**config.mk**
```make
export PLATFORM = sky130hd
export DESIGN_NAME = sum_accumulator
export DESIGN_NICKNAME = d
export VERILOG_FILES = /design/src/rtl/sum_accumulator.sv
export SDC_FILE = /design/constraint.sdc
export NUM_CORES = 1
export LEC_CHECK = 0
export ABC_AREA = 0
export BUFFER_PORTS_ARGS = -buffer_cell sky130_fd_sc_hd__clkbuf_2
export CAP_MARGIN = 15
export CORE_ASPECT_RATIO = 0.6
export CORE_UTILIZATION = 55
export CTS_CLUSTER_SIZE = 24
export DETAILED_ROUTE_END_ITERATION = 10
export GPL_TIMING_DRIVEN = 0
export PLACE_DENSITY = 0.78
export REMOVE_ABC_BUFFERS = 1
export SLEW_MARGIN = 20
export SYNTH_ARGS = -nofsm -noshare
export SYNTH_HDL_FRONTEND = slang
export SYNTH_SLANG_ARGS = --single-unit
export TNS_END_PERCENT = 1
```
**constraint.sdc**
```tcl
create_clock -name clk -period 3.05 [get_ports clk]
set_clock_uncertainty 0.1 [all_clocks]
set_input_delay 0.61 -clock clk [delete_from_list [all_inputs] [get_ports clk]]
set_output_delay 0.61 -clock clk [all_outputs]
set_load 0.05 [all_outputs]
```
**src/rtl/sum_accumulator.sv**
```systemverilog
// sum_accumulator: downstream stage of the 8-bit adder.
// Accumulates {cout, sum} terms into a frame total. A frame closes on in_last
// or after MAX_TERMS accepted terms. The result is then held under a
// valid/ready handshake until the consumer takes it.
// Optional build macro: SUM_ACCUMULATOR_SATURATE_EN clamps the total at
// 2^ACC_WIDTH-1 on overflow instead of wrapping.
module sum_accumulator #(
  parameter int ACC_WIDTH   = 16,
  parameter int COUNT_WIDTH = 4,
  parameter int MAX_TERMS   = 8
) (
  input  logic                   clk,
  input  logic                   rst_n,
  input  logic                   ena,
  input  logic                   in_valid,
  output logic                   in_ready,
  input  logic [7:0]             in_sum,
  input  logic                   in_cout,
  input  logic                   in_last,
  output logic                   out_valid,
  input  logic                   out_ready,
  output logic [ACC_WIDTH-1:0]   out_acc,
  output logic [COUNT_WIDTH-1:0] out_count,
  output logic                   out_ovf
);

  typedef enum logic [1:0] {
    IDLE  = 2'd0,
    ACCUM = 2'd1,
    HOLD  = 2'd2
  } state_t;

  state_t                 r_state;
  logic [ACC_WIDTH-1:0]   r_acc;
  logic [COUNT_WIDTH-1:0] r_count;
  logic                   r_ovf;
  logic                   r_out_valid;
  logic [ACC_WIDTH-1:0]   r_out_acc;
  logic [COUNT_WIDTH-1:0] r_out_count;
  logic                   r_out_ovf;

  logic [ACC_WIDTH:0]     w_term;
  logic [ACC_WIDTH:0]     w_sum;
  logic [ACC_WIDTH-1:0]   w_acc_next;
  logic [COUNT_WIDTH-1:0] w_count_next;
  logic                   w_ovf_next;
  logic                   w_close;
  logic                   w_xfer;

  // Term datapath: 9-bit adder result widened, one guard bit above the accumulator
  always_comb begin
    w_term       = {{(ACC_WIDTH-8){1'b0}}, in_cout, in_sum};
    w_sum        = {1'b0, r_acc} + w_term;
    w_ovf_next   = r_ovf | w_sum[ACC_WIDTH];
`ifdef SUM_ACCUMULATOR_SATURATE_EN
    // Once overflow has been seen the total stays pinned at full scale
    w_acc_next   = w_ovf_next ? '1 : w_sum[ACC_WIDTH-1:0];
`else
    w_acc_next   = w_sum[ACC_WIDTH-1:0];
`endif
    w_count_next = r_count + COUNT_WIDTH'(1);
    w_close      = in_last | (w_count_next == COUNT_WIDTH'(MAX_TERMS));
  end

  // Input handshake: no acceptance while holding a result, disabled or in reset
  always_comb begin
    in_ready = ena & rst_n & (r_state != HOLD);
    w_xfer   = in_valid & in_ready;
  end

  // Frame FSM with registered result outputs; ena low freezes everything
  always_ff @(posedge clk or negedge rst_n) begin
    if (!rst_n) begin
      r_state     <= IDLE;
      r_acc       <= '0;
      r_count     <= '0;
      r_ovf       <= 1'b0;
      r_out_valid <= 1'b0;
      r_out_acc   <= '0;
      r_out_count <= '0;
      r_out_ovf   <= 1'b0;
    end else if (ena) begin
      case (r_state)
        IDLE, ACCUM: begin
          if (w_xfer) begin
            r_acc   <= w_acc_next;
            r_count <= w_count_next;
            r_ovf   <= w_ovf_next;
            if (w_close) begin
              r_state     <= HOLD;
              r_out_valid <= 1'b1;
              r_out_acc   <= w_acc_next;
              r_out_count <= w_count_next;
              r_out_ovf   <= w_ovf_next;
            end else begin
              r_state <= ACCUM;
            end
          end
        end
        HOLD: begin
          if (out_ready) begin
            r_state     <= IDLE;
            r_out_valid <= 1'b0;
            r_acc       <= '0;
            r_count     <= '0;
            r_ovf       <= 1'b0;
          end
        end
        default: begin
          r_state <= IDLE;
        end
      endcase
    end
  end

  assign out_valid = r_out_valid;
  assign out_acc   = r_out_acc;
  assign out_count = r_out_count;
  assign out_ovf   = r_out_ovf;

endmodule

```
# --- After elaboration in Yosys (flattened, before gate mapping) ---
# Cells that the tools add are included.
totals:
  ff_bits: 45
  word_cells: 45
op_classes:
  add_sub_neg: 2
  n_eq_ne: 7
  mux: 16
  bitwise_logic: 5
  reduce_logical: 7
ops:
  columns: ["cell", "count"]
  rows:
  - ["two-way mux 16 bit", 2]
  - ["one-hot mux 16 bit (2 select lines)", 1]
  - ["adder 16 x 9 -> 17 bit", 1]
  - ["two-way mux 4 bit", 2]
  - ["inequality test 2 bit, second input constant", 4]
  - ["one-hot mux 4 bit (2 select lines)", 1]
  - ["AND reduction 4 bit", 2]
  - ["two-way mux 2 bit", 3]
  - ["AND reduction 5 bit", 1]
  - ["adder 4 x 1 -> 4 bit, second input constant", 1]
  - ["equality test 4 bit, second input constant", 1]
  - ["two-way mux 1 bit", 4]
  - ["one-hot mux 1 bit (2 select lines)", 2]
  - ["one-hot mux 2 bit (2 select lines)", 1]
  - ["bitwise AND 1 bit", 3]
  - ["AND reduction 3 bit", 1]
  - ["equality test 2 x 1 -> 1 bit, second input constant", 1]
  - ["equality test 2 bit, second input constant", 1]
  - ["zero test 2 bit", 1]
  - ["OR 1 bit", 2]
  - ["nonzero test 2 bit", 1]
  - ["OR reduction 2 bit", 1]

# --- Depth between registers and ports, before layout ---
depth:
  word_depth: 6
  depth_mapped: 9
  depth_no_buf: 8

# --- Worst setup path after synthesis ---
# Ideal clock, no wire load.
synth_path:
  path_kind: "input -> register"
  startpoint: "input port in_sum[0]"
  endpoint: "register r_out_acc[8], in the netlist out_acc[8]"
  setup_time_ns: 0.125
  t_arrival_ns: 2.175
  t_required_ns: 2.825
  slack_ns: 0.650
  path_stages: 8
  cell_sequence: "ha_1 fa_1 nand3_1 and2_1 o21ai_2 a221oi_2 xnor2_1 mux2_2"
synth_between:
  elab_chain_cells: 1
synth_rtl:
  columns: ["element", "line", "text"]
  rows:
  - ["from (decl)", "17", "input logic [7:0] in_sum,"]
  - ["adder 16 x 9 -> 17 bit", "53", "w_sum = {1'b0, r_acc} + w_term;"]
  - ["to (signal assigned)", "92", "r_out_acc <= w_acc_next;"]
  - ["to (decl)", "38", "logic [ACC_WIDTH-1:0] r_out_acc;"]
# Every way passes these cells.
# A chain may end at the register's enable or synchronous reset.

# --- Final worst setup path ---
layout_path:
  startpoint: "input port rst_n"
  endpoint: "register r_out_acc[0], in the netlist out_acc[0]"
layout_between:
  elab_chain_cells: 4
layout_rtl:
  columns: ["element", "line", "text"]
  rows:
  - ["from (decl)", "13", "input logic rst_n,"]
  - ["bitwise AND 1 bit (2 in series)", "67", "in_ready = ena & rst_n & (r_state != HOLD);"]
  - ["bitwise AND 1 bit", "68", "w_xfer = in_valid & in_ready;"]
  - ["AND reduction 4 bit (no line)", null, null]
# Every way passes these cells.

==> impl_metrics.csv <==
group,metric,value,unit
floorplanning,fp.dieW,87.4,µm
drt,drt-total-wl,4.42,mm
synthesis,netlist_top_cells_area,"dfrtp_1 47%, xnor2_1 5.5%, ha_1 5.2%, mux2_2 5.1%, a22o_1 4.4%",
clock_network,cts_root_buf,"clkbuf_8",
synthesis,synthFlopType,"dfrtp_1",
drt,drc_errors,0,
clock_network,cts_max_level,2,
power,pwr-share-comb,0.514,
cells_and_area,drive_above_1_share,0.282,
floorplanning,start_util,0.581,
global_route,grt_start_max_net_pins,48,
floorplanning,rows,18,
power,finalPower,2.96,mW
sta,setup_viol,0,
sta,totalNegativeSetupSlack,0,ps
clock_network,clk_latency,290,ps
synthesis,async_reset_ff_frac,1.00,
critical_path,crit_start,"rst_n",
cells_and_area,nFillCells,374,
critical_path,critical_path_class,"input port to flip-flop",
critical_path,crit-reg2reg-launch,"r_state[1]$_DFFE_PN0P_",
global_route,track_usage,0.211,
placement,post-place-cells,308,
clock_network,cts_tree,"yes",
placement,postPlaceCellArea,2590,µm²
critical_path,cp.required,3130,ps
power,p_switching,1.38,mW
global_route,grt-ovfl-total,0,
synthesis,yosysTopAreaCell,"dfrtp_1",
synthesis,ys.warnings.count,0,
global_route,antenna_found_initial,0,
critical_path,crit_end,"out_acc[0]$_DFFE_PN0P_",
drt,ant_nets,0,
placement,place_congestion,0.861,
cells_and_area,seqCellArea,1130,µm²
critical_path,r2r_setup_slack,620,ps
sta,relSlewSlack,0.404,
cells_and_area,multi_input_area,1180,µm²
power,p_per_area,1100,nW/µm²
drt,detail_route.first_pass.iterations,4,
synthesis,synth-edff-count,0,
synthesis,synth-seq-cells,45,
clock_network,clock-sinks,45,
sta,tightest_slew,893,ps
sta,finalCritPeriodShare,0.922,
placement,place_ws,-136,ps
sta,setup_slack,238,ps
hold_path,hp-class,"input port to async pin",
power,vdd_drop_max,559,µV
cells_and_area,diodes,0,
placement,numPortBuffers,37,
power,swShare,0.465,
synthesis,synth_cell_types,47,
critical_path,critPathLaunchType,"input port",
global_route,grt_pass1_wl,7.25,mm
cells_and_area,mostFrequentLayoutCell,"dfrtp_1",
clock_network,cts_max_path_buffers,2,
drt,vias_per_cell,5.44,
critical_path,cp.arrival,2890,ps
sta,maxSlewViolCount,0,
sta,min_period,2810,ps
drt,drt-initial-drc-count,62,
floorplanning,die_h,53.2,µm
synthesis,netlist_instances,220,
sta,hold_viol,0,
synthesis,mappedNetlistArea,2410,µm²
clock_network,path_clk_slew,80,ps
flow_run,cap_violations,0,
cells_and_area,nNetsFinal,281,
cells_and_area,post-route-cell-area,2690,µm²
floorplanning,ios,38,
clock_network,cts_buffers,5,
cells_and_area,finalNonFillerCells,315,
clock_network,cts_hold_buf,0,
global_route,first_global_vias,1583,
outcome,status,"finished, final reports clean",
cells_and_area,fin_util,0.649,
clock_network,cts_resized,0,
synthesis,yosysTopAreaCellShare,0.468,
sta,fmax,0.356,GHz
synthesis,ys_seq_area_frac,0.468,
cells_and_area,synthToLayoutAreaGrowth,11.9,%
drt,wl_per_cell,14.0,µm
power,p_clk_frac,0.146,
power,internal-power,1.58,mW
floorplanning,core-area,4140,µm²
synthesis,synth_area_per_cell,10.9,µm²
clock_network,cts_setup_buffers,0,
power,seqPwrFrac,0.340,
critical_path,cp_max_fo,47,
sta,grt_setup_unrepaired,"false",
cells_and_area,most-common-layout-cells,"45 x dfrtp_1, 36 x clkbuf_2, 18 x o21ai_0",
critical_path,reg2reg_to,"out_acc[0]$_DFFE_PN0P_",
sta,fin_hold_ws,249,ps
placement,dpl.hpwl,3.09,mm
power,p_leak,1.22,nW
critical_path,reg2reg_depth,5,
floorplanning,die_area,4650,µm²
critical_path,end_kind,"flip-flop",
drt,via_count,1714,
==> area by class of cell <==
type / instances / share of cell area
clock buffer: 5 / 0.0256
tap: 60 / 0.0279
inverter: 6 / 0.00837
multi-input combinational: 160 / 0.437
timing repair buffer: 37 / 0.0697
sequential: 45 / 0.418
clock inverter: 2 / 0.0130
==> layer usage <==
layer | wire [µm] | track usage | vias to the layer above
met3 | 157 | 0.0484 | 5
met2 | 1820 | 0.305 | 32
met5 | 0 | 0 | -
li1 | - | - | 862
met1 | 2410 | 0.312 | 815
met4 | 34 | 0.0656 | 0
==> synthesized netlist by cell type, types with 3 or more instances <==
master and instances:
dfrtp_1 45, o21ai_0 18, a21oi_1 17, xnor2_1 15
nand2_1 13, nor2_1 13, a22o_1 12, mux2_2 11
ha_1 10, inv_1 6, a31oi_1 4, and2_1 4
a21o_1 3, a21oi_2 3, buf_2 3, nor2_2 3
==> power groups by stage <==
stage | combinational [mW] | clock, mW | sequential, mW
after CTS | 1.53 | 0.445 | 1.01
after detailed placement | 1.52 | 0 | 1.02
final | 1.52 | 0.432 | 1.01
after global routing | 1.65 | 0.461 | 1.04
after floorplan | 0.728 | 0 | 1.47
after global placement | 1.50 | 0 | 1.01
==> cells by family after synthesis <==
family / synth area share
AND/OR/NAND/NOR: 0.101
adder cells (fa/ha/maj): 0.0603
buffers and inverters: 0.0442
XOR/XNOR: 0.0619
flip-flops: 0.468
AO/OA/AOI/OAI: 0.208
multiplexers: 0.0562
==> registers in the layout (all words and copies together) (netlist names) <==
| name | count |
|---|---|
| out_acc | 16 |
| out_count | 4 |
| out_ovf | 1 |
| out_valid | 1 |
| r_acc | 16 |
| r_count | 4 |
| r_ovf | 1 |
| r_state | 2 |
==> worst max-delay path: stages <==
cell and delay (ps):
clkbuf_4 510, and3b_1 310, o21ai_4 90, or2_4 310, nor2_4 620, mux2_2 420
==> how the worst min path moves through the flow <==
stage | from | to | slack, ps | cells after the start
after floorplan | rst_n | out_acc[0]$_DFFE_PN0P_ | 210 | 0
after global placement | r_acc[2]$_DFFE_PN0P_ | r_acc[2]$_DFFE_PN0P_ | 370 | 2
after detailed placement | r_acc[2]$_DFFE_PN0P_ | r_acc[2]$_DFFE_PN0P_ | 380 | 2
after CTS | rst_n | out_acc[15]$_DFFE_PN0P_ | 270 | 1
after global routing | rst_n | r_acc[1]$_DFFE_PN0P_ | 310 | 1
final | rst_n | r_acc[1]$_DFFE_PN0P_ | 250 | 1
(Power assumes the default switching activity.)
